File: config.mk
export PLATFORM = sky130hd
export DESIGN_NAME = timer_bcd_chain
export DESIGN_NICKNAME = d
export VERILOG_FILES = /design/src/rtl/timer_pkg.sv /design/src/rtl/timer_bcd_field.sv /design/src/rtl/timer_bcd_chain.sv
export SDC_FILE = /design/constraint.sdc
export NUM_CORES = 1
export LEC_CHECK = 0
export CORE_MARGIN = 5
export CORE_UTILIZATION = 58
export CTS_BUF_LIST = sky130_fd_sc_hd__clkbuf_16
export CTS_CLUSTER_DIAMETER = 50
export CTS_CLUSTER_SIZE = 25
export DETAILED_ROUTE_END_ITERATION = 16
export GPL_TIMING_DRIVEN = 0
export HOLD_SLACK_MARGIN = 0.03
export PLACE_DENSITY = 0.93
export SLEW_MARGIN = 20
export SYNTH_ARGS = -nofsm -noshare
export SYNTH_HDL_FRONTEND = slang
export SYNTH_HIERARCHICAL = 1
export SYNTH_SLANG_ARGS = --single-unit
File: constraint.sdc
create_clock -name Clk -period 5.15 [get_ports Clk]
set_input_delay 1.03 -clock Clk [delete_from_list [all_inputs] [get_ports Clk]]
set_output_delay 1.03 -clock Clk [all_outputs]
set_load 0.01 [all_outputs]
File: src/rtl/timer_pkg.sv
// timer_pkg
//   Shared definitions for the BCD countdown/count-up timer.
//   - state_e      : FSM state encoding, also driven out on the state port
//   - BCD_DIGIT_W  : bits per BCD digit
//   - FIELD_W      : bits per two-digit BCD field
//   - bcd_clamp()  : forces an out-of-range or non-BCD field to its maximum
package timer_pkg;

  typedef enum logic [1:0] {
    ST_IDLE   = 2'd0,
    ST_RUN    = 2'd1,
    ST_PAUSED = 2'd2,
    ST_DONE   = 2'd3
  } state_e;

  localparam int BCD_DIGIT_W = 4;
  localparam int FIELD_W     = 8;

  // Both digits must be 0..9 and the field must not exceed its maximum.
  // For valid BCD, ordinary binary comparison orders values correctly.
  function automatic logic [FIELD_W-1:0] bcd_clamp(
    input logic [FIELD_W-1:0] value,
    input logic [FIELD_W-1:0] max
  );
    logic bad;
    bad = (value[FIELD_W-1:BCD_DIGIT_W] > 4'd9) ||
          (value[BCD_DIGIT_W-1:0] > 4'd9) ||
          (value > max);
    return bad ? max : value;
  endfunction

endpackage

File: src/rtl/timer_bcd_field.sv
// timer_bcd_field
//   Combinational single-field BCD step (two digits, modulus max_i+1).
//   Ports:
//     value_i      : current packed BCD field value
//     max_i        : packed BCD maximum of this field
//     dir_i        : 1 = count up, 0 = count down
//     step_in_i    : apply a step to this field
//     next_value_o : field value after the step
//     step_out_o   : wrap (up) or borrow (down) into the next field
module timer_bcd_field
  import timer_pkg::*;
(
  input  logic [FIELD_W-1:0] value_i,
  input  logic [FIELD_W-1:0] max_i,
  input  logic               dir_i,
  input  logic               step_in_i,
  output logic [FIELD_W-1:0] next_value_o,
  output logic               step_out_o
);

  logic [BCD_DIGIT_W-1:0] hi;
  logic [BCD_DIGIT_W-1:0] lo;
  logic [BCD_DIGIT_W-1:0] hi_inc;
  logic [BCD_DIGIT_W-1:0] hi_dec;
  logic [BCD_DIGIT_W-1:0] lo_inc;
  logic [BCD_DIGIT_W-1:0] lo_dec;

  assign hi     = value_i[FIELD_W-1:BCD_DIGIT_W];
  assign lo     = value_i[BCD_DIGIT_W-1:0];
  assign hi_inc = hi + 4'd1;
  assign hi_dec = hi - 4'd1;
  assign lo_inc = lo + 4'd1;
  assign lo_dec = lo - 4'd1;

  always_comb begin
    next_value_o = value_i;
    step_out_o   = 1'b0;
    if (step_in_i) begin
      if (dir_i) begin
        // >= rather than == keeps the field bounded even if it ever held
        // a value above its maximum.
        if (value_i >= max_i) begin
          next_value_o = '0;
          step_out_o   = 1'b1;
        end else if (lo == 4'd9) begin
          next_value_o = {hi_inc, 4'd0};
        end else begin
          next_value_o = {hi, lo_inc};
        end
      end else begin
        if (value_i == '0) begin
          next_value_o = max_i;
          step_out_o   = 1'b1;
        end else if (lo == 4'd0) begin
          next_value_o = {hi_dec, 4'd9};
        end else begin
          next_value_o = {hi, lo_dec};
        end
      end
    end
  end

endmodule

File: src/rtl/timer_bcd_chain.sv
// timer_bcd_chain
//   Multi-field BCD countdown/count-up timer with built-in prescaler,
//   run/pause/done FSM, load clamping and per-field carry/borrow pulses.
//   Ports:
//     Clk        : system clock (rising edge)
//     reset      : asynchronous active-low reset
//     load       : load clamped init_value, go IDLE, clear prescaler
//     start      : run (from IDLE) or resume (from PAUSED)
//     pause      : RUN -> PAUSED, prescaler phase kept
//     stop       : go IDLE, clear prescaler, keep count
//     up_down    : 1 = up, 0 = down, used at each tick
//     init_value : packed BCD load value
//     count      : current packed BCD count (registered)
//     state      : FSM state, IDLE=0 RUN=1 PAUSED=2 DONE=3 (registered)
//     tick       : high in the cycle a count step is taken
//     carry      : per-field wrap/borrow pulse, aligned with the new count
//     done       : pulse when a down count reaches zero
//   Command priority: load > stop > pause > start. A command that is
//   ignored in the current state does not block a lower-priority one.
module timer_bcd_chain
  import timer_pkg::*;
#(
  parameter int                        NUM_FIELDS = 3,
  parameter logic [8*NUM_FIELDS-1:0]   FIELD_MAX  = 24'h23_59_59,
  parameter int                        TICK_DIV   = 50_000_000
) (
  input  logic                         Clk,
  input  logic                         reset,
  input  logic                         load,
  input  logic                         start,
  input  logic                         pause,
  input  logic                         stop,
  input  logic                         up_down,
  input  logic [8*NUM_FIELDS-1:0]      init_value,
  output logic [8*NUM_FIELDS-1:0]      count,
  output logic [1:0]                   state,
  output logic                         tick,
  output logic [NUM_FIELDS-1:0]        carry,
  output logic                         done
);

  localparam int CW = FIELD_W * NUM_FIELDS;
  localparam int PW = (TICK_DIV > 1) ? $clog2(TICK_DIV) : 1;

  state_e                state_q, state_d;
  logic [PW-1:0]         presc_q, presc_d;
  logic [CW-1:0]         count_q, count_d;
  logic [NUM_FIELDS-1:0] carry_q, carry_d;
  logic                  done_q, done_d;

  logic                  tick_w;
  logic [CW-1:0]         clamped;
  logic [CW-1:0]         step_count;
  logic [NUM_FIELDS:0]   step_chain;

  logic                  pause_ok;
  logic                  start_ok;
  logic                  start_to_done;
  logic                  step_to_zero;

  // ---------------------------------------------------------------------
  // Field step chain: the ripple is purely combinational, so a full-width
  // wrap or borrow resolves in the tick cycle itself.
  // ---------------------------------------------------------------------
  assign step_chain[0] = 1'b1;

  for (genvar g = 0; g < NUM_FIELDS; g++) begin : g_field
    timer_bcd_field u_field (
      .value_i      (count_q[g*FIELD_W +: FIELD_W]),
      .max_i        (FIELD_MAX[g*FIELD_W +: FIELD_W]),
      .dir_i        (up_down),
      .step_in_i    (step_chain[g]),
      .next_value_o (step_count[g*FIELD_W +: FIELD_W]),
      .step_out_o   (step_chain[g+1])
    );
  end

  always_comb begin
    clamped = '0;
    for (int i = 0; i < NUM_FIELDS; i++) begin
      clamped[i*FIELD_W +: FIELD_W] =
        bcd_clamp(init_value[i*FIELD_W +: FIELD_W], FIELD_MAX[i*FIELD_W +: FIELD_W]);
    end
  end

  // ---------------------------------------------------------------------
  // Command decode shared by the FSM and the datapath
  // ---------------------------------------------------------------------
  assign tick_w        = (state_q == ST_RUN) && (presc_q == PW'(TICK_DIV - 1));
  assign pause_ok      = pause && (state_q == ST_RUN);
  assign start_ok      = start && ((state_q == ST_IDLE) || (state_q == ST_PAUSED));
  // Starting a down count from zero finishes at once without a tick.
  assign start_to_done = (count_q == '0) && !up_down;
  assign step_to_zero  = !up_down && (step_count == '0);

  // ---------------------------------------------------------------------
  // FSM: state register
  // ---------------------------------------------------------------------
  always_ff @(posedge Clk or negedge reset) begin
    if (!reset) begin
      state_q <= ST_IDLE;
    end else begin
      state_q <= state_d;
    end
  end

  // FSM: next-state logic
  always_comb begin
    state_d = state_q;
    if (load || stop) begin
      state_d = ST_IDLE;
    end else if (pause_ok) begin
      state_d = ST_PAUSED;
    end else if (start_ok) begin
      state_d = start_to_done ? ST_DONE : ST_RUN;
    end else if (tick_w && step_to_zero) begin
      state_d = ST_DONE;
    end
  end

  // FSM: outputs (all registered except tick)
  assign state = state_q;
  assign tick  = tick_w;
  assign count = count_q;
  assign carry = carry_q;
  assign done  = done_q;

  // ---------------------------------------------------------------------
  // Datapath: prescaler, count, carry and done pulses
  // ---------------------------------------------------------------------
  always_comb begin
    presc_d = presc_q;
    count_d = count_q;
    carry_d = '0;
    done_d  = 1'b0;
    if (load) begin
      count_d = clamped;
      presc_d = '0;
    end else if (stop) begin
      presc_d = '0;
    end else if (pause_ok) begin
      presc_d = presc_q;
    end else if (start_ok) begin
      if (start_to_done) begin
        done_d = 1'b1;
      end else if (state_q == ST_IDLE) begin
        presc_d = '0;
      end
    end else if (state_q == ST_RUN) begin
      if (tick_w) begin
        presc_d = '0;
        count_d = step_count;
        if (step_to_zero) begin
          done_d = 1'b1;
        end else begin
          carry_d = step_chain[NUM_FIELDS:1];
        end
      end else begin
        presc_d = presc_q + PW'(1);
      end
    end
  end

  always_ff @(posedge Clk or negedge reset) begin
    if (!reset) begin
      presc_q <= '0;
      count_q <= '0;
      carry_q <= '0;
      done_q  <= 1'b0;
    end else begin
      presc_q <= presc_d;
      count_q <= count_d;
      carry_q <= carry_d;
      done_q  <= done_d;
    end
  end

endmodule

Word-level counts from Yosys, hierarchy flattened
Index checks and enable logic that the tools add are counted.
Word-level totals
  register bits after elaboration: 56
  latch bits: 0
  bits in writable memories: 0
  memory bits (read-only): 0
  input port bits: 31
  output and inout bits: 31
  word-level logic and storage cells: 137
  memories kept: 0
Operators by class
  add/subtract/negate cells: 13
  $mul: 0
  divide/modulo/power cells: 0
  magnitude comparators: 12
  eq/ne operators: 12
  shift operators: 0
  muxes and demuxes: 65
  bitwise logic cells: 0
  reduce and logical (&&, ||, !) cells: 30
Operator list (number)
  two-way mux 26 bit: 8
  two-way mux 8 bit: 20
  two-way mux 24 bit: 6
  logical NOT 24 bit: 2
  adder 26 x 1 -> 26 bit, second input constant: 1
  == test 26 bit, second input constant: 1
  adder 4 x 1 -> 4 bit, second input constant: 6
  > comparator 4 bit, second input constant: 6
  logical NOT 8 bit: 3
  subtractor 4 x 1 -> 4 bit, second input constant: 6
  two-way mux 3 bit: 7
  two-way mux 1 bit: 19
  greater-or-equal comparator 8 x 7 -> 1 bit, second input constant: 2
  > comparator 8 x 7 -> 1 bit, second input constant: 2
  == test 4 bit, second input constant: 3
  logical NOT 4 bit: 3
  two-way mux 2 bit: 5
  greater-or-equal comparator 8 x 6 -> 1 bit, second input constant: 1
  > comparator 8 x 6 -> 1 bit, second input constant: 1
  logical OR 1 bit: 8
  nonzero test 4 bit: 2
  logical AND 1 bit: 6
  inequality test 2 bit, second input constant: 3
  AND reduction 5 bit: 1
  other kinds (9): 10

Depth between registers and ports, before layout
Gate-level depths: netlist of run 1.
  depth after elaboration: 14
  depth in mapped cells: 18
  depth with buffers taken out: 16

Hierarchy
Netlist of run 1, hierarchy kept.
By module, submodules not included
  timer_bcd_chain: times used 1, cells each 334, area an instance 3098.0 um^2, seq. area each 1401.3 um^2
  timer_bcd_field: times used 3, cells each 108, area an instance 762.0 um^2, seq. area each 0.0 um^2

Worst setup path before layout of run 1
No wires, ideal clock.
  kind: in2reg
  start: in up_down
  end: reg done_q, in the netlist done
  library setup time: 0.067 ns
  arrival time: 4.010 ns
  required time: 5.083 ns
  setup slack: 1.073 ns
  stages on the path: 15
  path buffers: 4
  cell sequence: clkbuf_1 and4b_1 o21ai_1 clkbuf_1 o211a_1 clkbuf_1 o211a_1 clkbuf_1 o31ai_1 a211o_1 nor4_1 nand3_1 nor2_1 a21o_1 and3_1
Between the ends
  longest elaborated chain between the ends: 12
  elaborated cells between the ends (all ways): 20
  classes of those cells: 16 x mux; 4 x reduce/logical
Ends and longest elaborated chain
  start, declared: RTL line timer_bcd_chain.sv:33  | input logic up_down,
  two-way mux 1 bit: RTL line timer_bcd_field.sv:39  | if (dir_i) begin
  net step_chain[1]: RTL line timer_bcd_chain.sv:54  | logic [NUM_FIELDS:0] step_chain;
  two-way mux 1 bit: RTL line timer_bcd_field.sv:38  | if (step_in_i) begin
  net step_chain[2]: RTL line timer_bcd_chain.sv:54
  two-way mux 8 bit: RTL line timer_bcd_field.sv:38
  net step_count[19]: RTL line timer_bcd_chain.sv:53  | logic [CW-1:0] step_count;
  logical NOT 24 bit: RTL line timer_bcd_chain.sv:94  | assign step_to_zero = !up_down && (step_count == '0);
  logical AND 1 bit: RTL line timer_bcd_chain.sv:94
  two-way mux 1 bit: RTL line timer_bcd_chain.sv:153  | if (step_to_zero) begin
  two-way mux 1 bit: RTL line timer_bcd_chain.sv:150  | if (tick_w) begin
  two-way mux 1 bit: RTL line timer_bcd_chain.sv:149  | end else if (state_q == ST_RUN) begin
  two-way mux 1 bit: RTL line timer_bcd_chain.sv:143  | end else if (start_ok) begin
  two-way mux 1 bit: RTL line timer_bcd_chain.sv:141  | end else if (pause_ok) begin
  two-way mux 1 bit: RTL line timer_bcd_chain.sv:139  | end else if (stop) begin
  two-way mux 1 bit: RTL line timer_bcd_chain.sv:136  | if (load) begin
  net done_d: RTL line timer_bcd_chain.sv:49  | logic done_q, done_d;
  end signal, assigned: RTL line timer_bcd_chain.sv:174  | done_q <= done_d;
  end, declared: RTL line timer_bcd_chain.sv:49
The timed path passes the listed nets, and every way through them passes these cells.
A chain may end at the register's enable or synchronous reset.

Final worst setup path of run 1
  start: in up_down
  end: reg state_q[1], in the netlist state[1]
Between the ends
  longest elaborated chain between the ends: 7
  elaborated cells between the ends (all ways): 18
  classes of those cells: 12 x mux; 6 x reduce/logical
Ends and longest elaborated chain
  two-way mux 1 bit: RTL line timer_bcd_field.sv:39
  net step_chain[1]: RTL line timer_bcd_chain.sv:54
  two-way mux 1 bit: RTL line timer_bcd_field.sv:38
  net step_chain[2]: RTL line timer_bcd_chain.sv:54
  two-way mux 8 bit: RTL line timer_bcd_field.sv:38
  net step_count[19]: RTL line timer_bcd_chain.sv:53
  logical NOT 24 bit: RTL line timer_bcd_chain.sv:94
  logical AND 1 bit: RTL line timer_bcd_chain.sv:94
  logical AND 1 bit: RTL line timer_bcd_chain.sv:116  | end else if (tick_w && step_to_zero) begin
  nonzero test 4 bit (no source line)
  end signal, assigned: RTL line timer_bcd_chain.sv:103  | state_q <= state_d;
  end, declared: RTL line timer_bcd_chain.sv:45  | state_e state_q, state_d;
The timed path passes the listed nets, and every way through them passes these cells.

==> run_results.csv, run 1 <==
group,metric,value,unit
critical_path,rr_worst_depth,17,
sta,slew_headroom,48.6,%
power_and_ir_drop,p_clk_share,26.7,%
clock_tree,cts_buffer_depth,2,
synth,synthFlopType,"dfrtp_1",
critical_path,start_kind,"input pin",
final_layout,fin_util,70.7,%
synth,synth-seq-area-share,26.0,%
routing,num_vias,5933,
power_and_ir_drop,internal-power,842,uW
floorplanning,coreArea,9150,um^2
grt,grtUsageTotal,29.0,%
sta,setup_viol,0,
routing,wl_per_cell,18.4,um
sta,worst_slew_pin_slew,767,ps
run_status,status,"finished clean",
power_and_ir_drop,irDropWorstVdd,143,uV
power_and_ir_drop,p_comb_share,34.4,%
synth,ys_types,66,
clock_tree,cts_buffers,5,
grt,busiest_layer,"met2",
synth,synth-seq-cells,56,
synth,synth_edf_count,0,
routing,drt-vias-per-instance,6.68,
power_and_ir_drop,power_frac_seq,39.0,%
sta,period_needed,4930,ps
routing,drt_iter0_markers,547,
critical_path,crit_fanout,10,
sta,finalHoldViolations,0,
hold_path,hold_depth,1,
grt,grt_max_degree,57,
final_layout,nets,850,
routing,drc,0,
power_and_ir_drop,p_per_area,204,nW/um^2
routing,wl,16300,um
synth,yosys_warnings,6,
critical_path,required,5400,ps
sta,finalMaxSlewViolations,0,
synth,synth_top_cell_by_area,"dfrtp_1",
floorplanning,row_count,35,
synth,synthArstFlopShare,100,%
final_layout,n_antenna_cell,0,
floorplanning,die_area,11300,um^2
floorplanning,start_util,58.8,%
grt,grt_pass1_vias,5739,
clock_tree,clkLatencyLatePin,310,ps
power_and_ir_drop,power,1320,uW
critical_path,path_class,"in2reg",
hold_path,hp-class,"reg2reg",
sta,fin_worst_skew,17.3,ps
power_and_ir_drop,p_leak,0.00296,uW
critical_path,end_kind,"flop",
clock_tree,cts_tree,"built",
placement,finalWeightedCongestion,0.944,
final_layout,stdcell_area,6470,um^2
sta,fin_crit_sh,95.7,%
synth,synth.cell_area,5380,um^2
grt,grt.met2_usage,49.7,%
routing,drt_pass1_iterations,5,
power_and_ir_drop,switching_share,36.3,%
routing,ant_nets,0,
synth,netlist_instances,658,
grt,antenna_found_initial,0,
clock_tree,cts-root-buf,"clkbuf_16",
synth,netlist_top_cells_area,"dfrtp_1, ha_1, o21ai_0",
grt,grt_pass1_wl,27600,um
clock_tree,cts.sinks,56,
placement,place_area,6310,um^2
floorplanning,ios,62,
floorplanning,die_h,106,um
grt,met1_usage,37.4,%
power_and_ir_drop,switching_power,479,uW
sta,setup_tns,0,ps
sta,rsz0062_at_grt,"false",
placement,dp_hpwl,12100,um
floorplanning,fp.dieW,106,um
critical_path,worstPathArrival,5180,ps
clock_tree,htree_num_levels,2,
grt,grt-ovfl-total,0,
flow_run,maxCapViolCount,0,
synth,post_synth.cell_area_avg,8.18,um^2
grt,use_met3,4.98,%
placement,io_buffer_count,60,
final_layout,drive_gt1_share,6.44,%
clock_tree,path_clk_slew,90,ps
final_layout,area_delta_synth_final,20.1,%
synth,synth_top_area_share,26.0,%
sta,max_freq,203,MHz
-- state kept, by name (all words and copies together), names as in the netlist --
signal,count
presc_q,26
count,24
carry,3
state,2
done,1
-- stage by stage --
stage | cells | worst slack (ps) | hold WS, ps
6_report | 888 | 222 | 568
5_1_grt | 888 | 30.3 | 603
4_1_cts | 888 | 60.7 | 566
3_5_place_dp | 880 | -384 | 549
3_3_place_gp | 880 | -240 | 534
2_1_floorplan | 709 | 1070 | 510
-- layout make-up --
cell class              count  area [um^2]
multi-input cells         571         3830
clock inverters             3         21.3
fillers                   695         2690
plain buffers              36          181
repair buffers             60          598
flip-flops and latches     56         1400
inverters                  46          173
clock buffers               5          125
well taps                 111          139
-- per-layer routing --
| layer | routed length [um] | up-vias |
|---|---|---|
| met5 | 0 | - |
| met2 | 7940 | 355 |
| met1 | 6300 | 2809 |
| li1 | - | 2714 |
| met3 | 1640 | 55 |
| met4 | 465 | 0 |
-- worst max-delay path, stage by stage --
cell and delay [ps]:
clkdlybuf4s50_1 540, clkbuf_1 300, and4b_1 260, o21ai_1 170
clkbuf_2 290, o211a_2 360, clkbuf_2 260, o211a_1 330
clkbuf_2 280, o31ai_1 100, a211o_1 360, nor4_1 260
nand3_1 120, nor2_1 160, a21o_1 180, o311a_1 160
-- layout by cell type, fill, tap and decap left out, types with 14 or more instances in the layout --
cell,instances
clkdlybuf4s50_1,59
dfrtp_1,56
conb_1,53
nand2_1,52
inv_1,45
ha_1,43
o21ai_0,42
nor2_1,37
a21oi_1,30
clkbuf_1,19
nor4_1,19
and3_1,18
nand3_1,17
nor3_1,15
a22o_1,14
-- timing repair --
| action | in CTS | in global routing |
|---|---|---|
| setup buffers | 0 | 0 |
| resized for setup | 1 | 6 |
| endpoints found under the setup margin | 6 | 6 |
| hold buffers | 0 | 0 |
-- path summary, 6_finish.rpt --
kind                        startpoint     endpoint  slack [ps]
hold / removal             presc_q[25]  presc_q[25]         570
hold reg to reg            presc_q[25]  presc_q[25]         570
max in group asynchronous        reset   presc_q[4]        3890
setup reg to reg              count[0]     state[1]         720
setup / recovery               up_down     state[1]         220
min in group asynchronous        reset  presc_q[23]         770
-- cells by family (layout without fill, tap and decap cells) --
| family | count (synthesis) | after routing | synth area share [%] |
|---|---|---|---|
| AOI/OAI and AO/OA | 210 | 210 | 28.2 |
| adders and majority gates | 43 | 43 | 9.99 |
| buffers and inverters | 82 | 150 | 6.51 |
| DFF | 56 | 56 | 26.0 |
| muxes | 7 | 7 | 1.39 |
| other | 2 | 53 | 0.139 |
| and+or+nand+nor | 258 | 258 | 27.8 |
-- synth_stat cells (all sizes together) (10+ instances only) --
cell / count
ha: 43
o32ai: 12
nand3: 18
a21oi: 31
a221o: 14
clkbuf: 22
and3: 19
nor3b: 10
nand4: 14
nand2: 52
buf: 14
o21ai: 46
dfrtp: 56
nor4: 20
nor2b: 11
inv: 45
nor2: 38
a211o: 13
o22ai: 12
nor3: 15
a22o: 14
-- power groups by stage --
| stage | Sequential (uW) | Clock, uW | Combinational [uW] |
|---|---|---|---|
| detailed placement | 521 | 0 | 437 |
| floorplan | 513 | 0 | 280 |
| global placement | 520 | 0 | 414 |
| CTS | 513 | 351 | 441 |
| finish | 515 | 353 | 454 |
| global route | 520 | 367 | 499 |
(Power assumes the default switching activity.)
==> run 2: changes to the inputs <==
CORE_UTILIZATION = 52   (was 58)
PLACE_DENSITY = 0.89   (was 0.93)
clock period = 3.96 ns   (was 5.15 ns; I/O delays follow)
==> run 2 against run 1 <==
  * Routed wire length increased by 0.90%
  * Final cell count increased by 3.3%
  * Total power grew 36%
  * Count of clock-buffer cells in the layout stayed put
  * Critical path depth is the same
  * Critical path type unchanged
  * Clock power increased by 44%
  * Hold slack worse by 22 ps
  * Sequential share of layout area shrank 0.45 points
  * Global-route usage fell by 3.7 points
  * Utilization is 5.9 points lower
==> run_results.csv, run 2 (synthesis results as in run 1) <==
group,metric,value,unit
flow_run,maxCapViolCount,0,
critical_path,rr_worst_depth,16,
final_layout,nets,854,
clock_tree,cts.sinks,56,
critical_path,ff2ff_setup_slack,230,ps
routing,drt_pass1_iterations,5,
hold_path,hp-class,"in2async",
final_layout,area_delta_synth_final,23.1,%
routing,wl,16500,um
sta,finalHoldViolations,0,
run_status,status,"finished clean",
sta,setup_slack,185,ps
critical_path,cp_cell_sequence,"dlygate4sd2_1, clkbuf_4, and4b_1, o21ai_2, buf_8, o211a_4, buf_4, o211a_4, or3b_2, a21oi_1, a211o_1, nor4_2, nand3_1, nor2_2, a21o_1, o311a_1",
critical_path,rr_startpoint,"count[4]",
floorplanning,start_util,52.6,%
final_layout,n_antenna_cell,0,
critical_path,path_class,"in2reg",
grt,grtUsageTotal,25.2,%
grt,grt-ovfl-total,0,
sta,slew_headroom,50.1,%
floorplanning,row_count,37,
final_layout,instances_no_fill,917,
routing,ant_nets,0,
power_and_ir_drop,irDropWorstVdd,193,uV
grt,grt_pass1_wl,26800,um
power_and_ir_drop,p_leak,0.00301,uW
clock_tree,cts_hold_buf,0,
sta,worst_slew_pin_slew,745,ps
critical_path,start_kind,"input pin",
placement,io_buffer_count,60,
sta,setup_viol,0,
clock_tree,clkLatencyLatePin,300,ps
clock_tree,cts_buffers,5,
grt,grt_max_degree,57,
final_layout,top_register,"presc_q",
power_and_ir_drop,internal-power,1170,uW
grt,antenna_found_initial,0,
clock_tree,cts_buffer_depth,2,
critical_path,required,4150,ps
clock_tree,cts-root-buf,"clkbuf_16",
power_and_ir_drop,p_clk_share,28.3,%
final_layout,drive_gt1_share,8.83,%
clock_tree,htree_num_levels,2,
routing,drc,0,
critical_path,crit_top_cell,"o211a_4",
critical_path,reg2reg_to,"state[1]",
power_and_ir_drop,power_frac_seq,37.4,%
floorplanning,coreArea,10200,um^2
routing,wl_per_cell,18.0,um
clock_tree,path_clk_slew,70,ps
routing,drt-vias-per-instance,6.36,
sta,finalMaxSlewViolations,0,
sta,hold-worst-slack,546,ps
clock_tree,cts_tree,"built",
sta,period_needed,3780,ps
critical_path,max_stage_delay,450,ps
power_and_ir_drop,switching_share,34.6,%
power_and_ir_drop,p_comb_share,34.2,%
floorplanning,die_h,112,um
power_and_ir_drop,switching_power,620,uW
routing,num_vias,5832,
sta,rsz0062_at_grt,"false",
sta,setup_tns,0,ps
final_layout,fin_util,64.8,%
sta,fin_crit_sh,95.3,%
final_layout,largest_register_ffs,26,
placement,dp_hpwl,12100,um
routing,drt_iter0_markers,549,
critical_path,worstPathArrival,3960,ps
floorplanning,die_area,12500,um^2
placement,finalWeightedCongestion,0.943,
sta,fin_worst_skew,8.03,ps
floorplanning,ios,62,
grt,grt_pass1_vias,5605,
final_layout,layout_common_cells,"clkdlybuf4s50_1, conb_1, nand2_1, dfrtp_1, inv_1",
power_and_ir_drop,p_per_area,270,nW/um^2
critical_path,crit_fanout,10,
final_layout,mostFrequentLayoutCell,"clkdlybuf4s50_1",
placement,dp.cells,905,
sta,max_freq,265,MHz
critical_path,end_kind,"flop",
floorplanning,fp.dieW,112,um
critical_path,slowest_stage,"or3b_2",
placement,pre_cts_ws,-1500,ps
-- run 2: final cells by class --
cell class	count	area, um^2
plain buffers	36	204
well taps	136	170
clock buffers	5	125
fillers	855	3600
flip-flops and latches	56	1410
multi-input cells	571	3880
repair buffers	64	627
inverters	46	173
clock inverters	3	42.5
-- run 2: worst max-delay path, delay by kind of cell --
kind,cells,cell delay [ps]
buf+inv,4,930
simple gates,5,860
compound gates,7,1360
-- run 2: what timing repair did --
| action | CTS | global route |
|---|---|---|
| gates cloned | 0 | 0 |
| setup buffers | 0 | 4 |
| gates resized for setup | 17 | 20 |
| pin swaps | 0 | 1 |
| setup endpoints to repair | 14 | 6 |
-- run 2: power by group through the flow --
stage	clock, uW	sequential [uW]	combinational [uW]
3_5_place_dp	0	678	569
5_1_grt	535	676	669
3_3_place_gp	0	678	548
2_1_floorplan	0	667	365
4_1_cts	509	668	581
6_report	508	671	613
-- run 2: worst max-delay path by stage --
stage               startpoint  endpoint  slack, ps  cells after the start
floorplan             count[0]      done         90                     17
global placement       up_down      done      -1430                     16
detailed placement     up_down      done      -1500                     16
CTS                   count[4]      done          5                     16
global route          count[4]  state[1]         30                     16
finish                 up_down  state[1]        180                     16
-- run 2: per-stage QoR --
| step | power [uW] | instance area [um^2] |
|---|---|---|
| detailed placement | 1250 | 6340 |
| global placement | 1230 | 6350 |
| finish | 1790 | 6630 |
| CTS | 1760 | 6560 |
| global route | 1880 | 6630 |
| floorplan | 1030 | 5580 |
-- run 2: per-layer routing --
layer  vias up  track usage [%]  wire [um]  part of all wire [%]
li1       2725                -          -                     -
met1      2781             32.6       6780                    41
met2       285             44.6       8110                    49
met3        41             3.26       1230                   7.5
met4         0             6.57        380                   2.3
met5         -                0          0                     0
==> run 3: changes to the inputs <==
ABC_AREA = 1   (was default)
CORE_UTILIZATION = 30   (was 52)
CTS_CLUSTER_SIZE = default   (was 25)
PLACE_DENSITY = 0.6   (was 0.89)
==> run 3 against run 2 <==
  * Register-to-register slack better by 110 ps
  * Clock power down 11%
  * Global-route usage decreased by 10 points
  * Hold slack worse by 220 ps
  * Critical path depth rose by 5
  * Utilization decreased by 28 points
  * Final area up 15%
  * Area after synthesis rose by 17%
  * Critical endpoint is now state[0]
  * Largest power group is now combinational logic
==> run_results.csv, run 3 <==
group,metric,value,unit
critical_path,crit_fanout,10,
clock_tree,cts-root-buf,"clkbuf_16",
clock_tree,cts.sinks,56,
routing,drc,0,
grt,grt_pass1_wl,30400,um
power_and_ir_drop,p_comb_share,39.1,%
final_layout,layout_common_cells,"nand2_1, inv_1, nand3_1",
final_layout,final-seq-area,1400,um^2
placement,io_buffer_count,61,
synth,yosysMostFrequentCell,"nand2_1",
placement,dp.cells,1445,
power_and_ir_drop,p_per_area,240,nW/um^2
grt,grt_pass1_vias,6053,
power_and_ir_drop,irDropWorstVdd,151,uV
placement,place_area,7440,um^2
power_and_ir_drop,power_frac_seq,36.3,%
routing,ant_nets,0,
floorplanning,coreArea,20900,um^2
critical_path,reg2reg_to,"state[0]",
grt,grt_max_degree,48,
synth,post_synth.cell_area_avg,5.90,um^2
final_layout,drive_gt1_share,7.28,%
sta,fin_crit_sh,91.4,%
sta,slew_headroom,58.9,%
final_layout,mostFrequentLayoutCell,"nand2_1",
power_and_ir_drop,p_leak,0.00390,uW
floorplanning,fp.dieW,155,um
routing,drt_pass1_iterations,5,
synth,ys_top_cells_by_count,"nand2_1, inv_1, nand3_1",
critical_path,rr_startpoint,"count[4]",
routing,drt-vias-per-instance,4.65,
synth,netlist_top_cells_area,"dfrtp_1, nand2_1, nand3_1",
routing,wl_per_cell,12.7,um
sta,setup_viol,0,
synth,synthFlopType,"dfrtp_1",
grt,grt-ovfl-total,0,
critical_path,path_class,"reg2reg",
clock_tree,cts_tree,"built",
critical_path,required,4180,ps
critical_path,start_kind,"flop",
final_layout,instances_no_fill,1456,
critical_path,endpoint,"state[0]",
floorplanning,die_h,155,um
hold_path,hp-class,"in2async",
final_layout,stdcell_area,7640,um^2
synth,yosys_warnings,6,
clock_tree,cts_hold_buf,0,
sta,period_needed,3620,ps
floorplanning,ios,62,
clock_tree,clkLatencyLatePin,300,ps
floorplanning,row_count,53,
synth,synth.cell_area,6320,um^2
final_layout,multi_input_area,4320,um^2
clock_tree,cts_buffers,5,
synth,netlist_instances,1070,
run_status,status,"finished clean",
synth,ys_types,40,
final_layout,fillers,2319,
power_and_ir_drop,switching_share,38.8,%
grt,grtUsageTotal,15.1,%
synth,synth-seq-area-share,22.2,%
power_and_ir_drop,p_clk_share,24.6,%
critical_path,rr_worst_depth,21,
clock_tree,cts_buffer_depth,2,
routing,wl,18400,um
sta,fin_worst_skew,5.97,ps
sta,finalMaxSlewViolations,0,
critical_path,setup.worst_path.start,"count[4]",
flow_run,maxCapViolCount,0,
critical_path,worstPathArrival,3840,ps
critical_path,end_kind,"flop",
synth,synth_edf_count,0,
sta,max_freq,276,MHz
final_layout,n_antenna_cell,0,
synth,synthArstFlopShare,100,%
grt,antenna_found_initial,0,
power_and_ir_drop,internal-power,1120,uW
sta,finalHoldViolations,0,
clock_tree,path_clk_slew,80,ps
final_layout,top_register,"presc_q",
floorplanning,die_area,24100,um^2
critical_path,ff2ff_setup_slack,340,ps
floorplanning,start_util,30.2,%
placement,dp_hpwl,14500,um
clock_tree,htree_num_levels,2,
synth,synth-seq-cells,56,
placement,finalWeightedCongestion,0.874,
synth,synth_top_cell_by_area,"dfrtp_1",
routing,drt_iter0_markers,416,
final_layout,area_delta_synth_final,20.9,%
final_layout,nets,1254,
power_and_ir_drop,switching_power,711,uW
routing,num_vias,6772,
synth,synth_top_area_share,22.2,%
final_layout,largest_register_ffs,26,
sta,worst_slew_pin_slew,615,ps
[run 3: cell count changes in the layout (fill, tap and decap cells not counted), sizes merged, moves of 15 or more]
cell / before / now
and3: 19 / 1
inv: 45 / 161
a21oi: 31 / 46
nor4: 20 / 1
nor2: 38 / 129
nand2: 52 / 370
nand3: 18 / 134
[run 3: worst min path at each step]
stage               startpoint           to  slack [ps]  cells past startpoint
global route             reset  presc_q[16]         330                      1
global placement    presc_q[1]   presc_q[1]         500                      2
finish                   reset  presc_q[16]         330                      1
CTS                      reset  presc_q[16]         320                      1
detailed placement  presc_q[1]   presc_q[1]         500                      2
floorplan           presc_q[1]   presc_q[1]         480                      2
[run 3: cell type report]
cell class,count,share of cell area [%]
plain buffers,22,2.10
clock buffers,5,1.64
clock inverters,3,0.262
inverters,161,7.95
multi-input cells,869,56.5
flip-flops and latches,56,18.4
well taps,275,4.51
repair buffers,65,8.64
[run 3: routing by layer]
layer / vias to the layer above / wire [um] / share of wire, % / global-route usage, %
met5: - / 0 / 0 / 0
met4: 0 / 291 / 1.6 / 3.07
met3: 19 / 896 / 4.9 / 1.84
met2: 159 / 8590 / 47 / 25.1
met1: 3023 / 8660 / 47 / 21.1
li1: 3571 / - / - / -
[run 3: cell families (layout without fill, tap and decap cells)]
kind of cell | after synthesis | after routing | synth area share, %
other | 2 | 40 | 0.119
XOR/XNOR | 6 | 6 | 0.832
flip-flops | 56 | 56 | 22.2
AND/OR/NAND/NOR | 677 | 677 | 48.0
AO/OA/AOI/OAI | 103 | 103 | 8.36
buffers and inverters | 183 | 256 | 12.0
adder cells (fa/ha/maj) | 43 | 43 | 8.52
[run 3: timing repair]
item | in CTS | in global routing
setup endpoints to repair | 6 | 6
pin swaps | 0 | 2
gates resized for setup | 5 | 8
gates cloned | 0 | 0
buffers inserted | 0 | 3
[run 3: power by group through the flow]
stage          clock, uW  sequential (uW)  combinational, uW
3_5_place_dp           0              676                708
3_3_place_gp           0              677                700
6_report             450              666                717
5_1_grt              490              673                818
2_1_floorplan          0              665                480
4_1_cts              467              665                713
[run 3: metrics by stage]
step	hold WS [ps]	setup slack (ps)	setup TNS [ps]	util [%]	total power (uW)
6_report	326	342	0	36.6	1830
5_1_grt	326	-9.59	-9.59	36.6	1980
4_1_cts	324	24.3	0	36.4	1850
3_5_place_dp	503	-894	-6190	35.6	1380
3_3_place_gp	497	-832	-5720	35.5	1380
2_1_floorplan	475	945	0	-	1150
[run 3: critical path: stages, from the launching register on]
cell	delay (ps)
dfrtp_2	470
clkbuf_2	190
inv_1	120
ha_1	170
nand3_2	150
nor2_8	160
o21ai_0	100
a21oi_2	230
buf_6	170
o21ai_0	100
a21oi_2	250
buf_6	180
inv_1	130
a21oi_1	140
a21oi_1	100
inv_1	80
nand3_1	90
nor2_2	160
nand3b_1	140
o21ai_1	160
nand2_1	100
a21oi_1	130
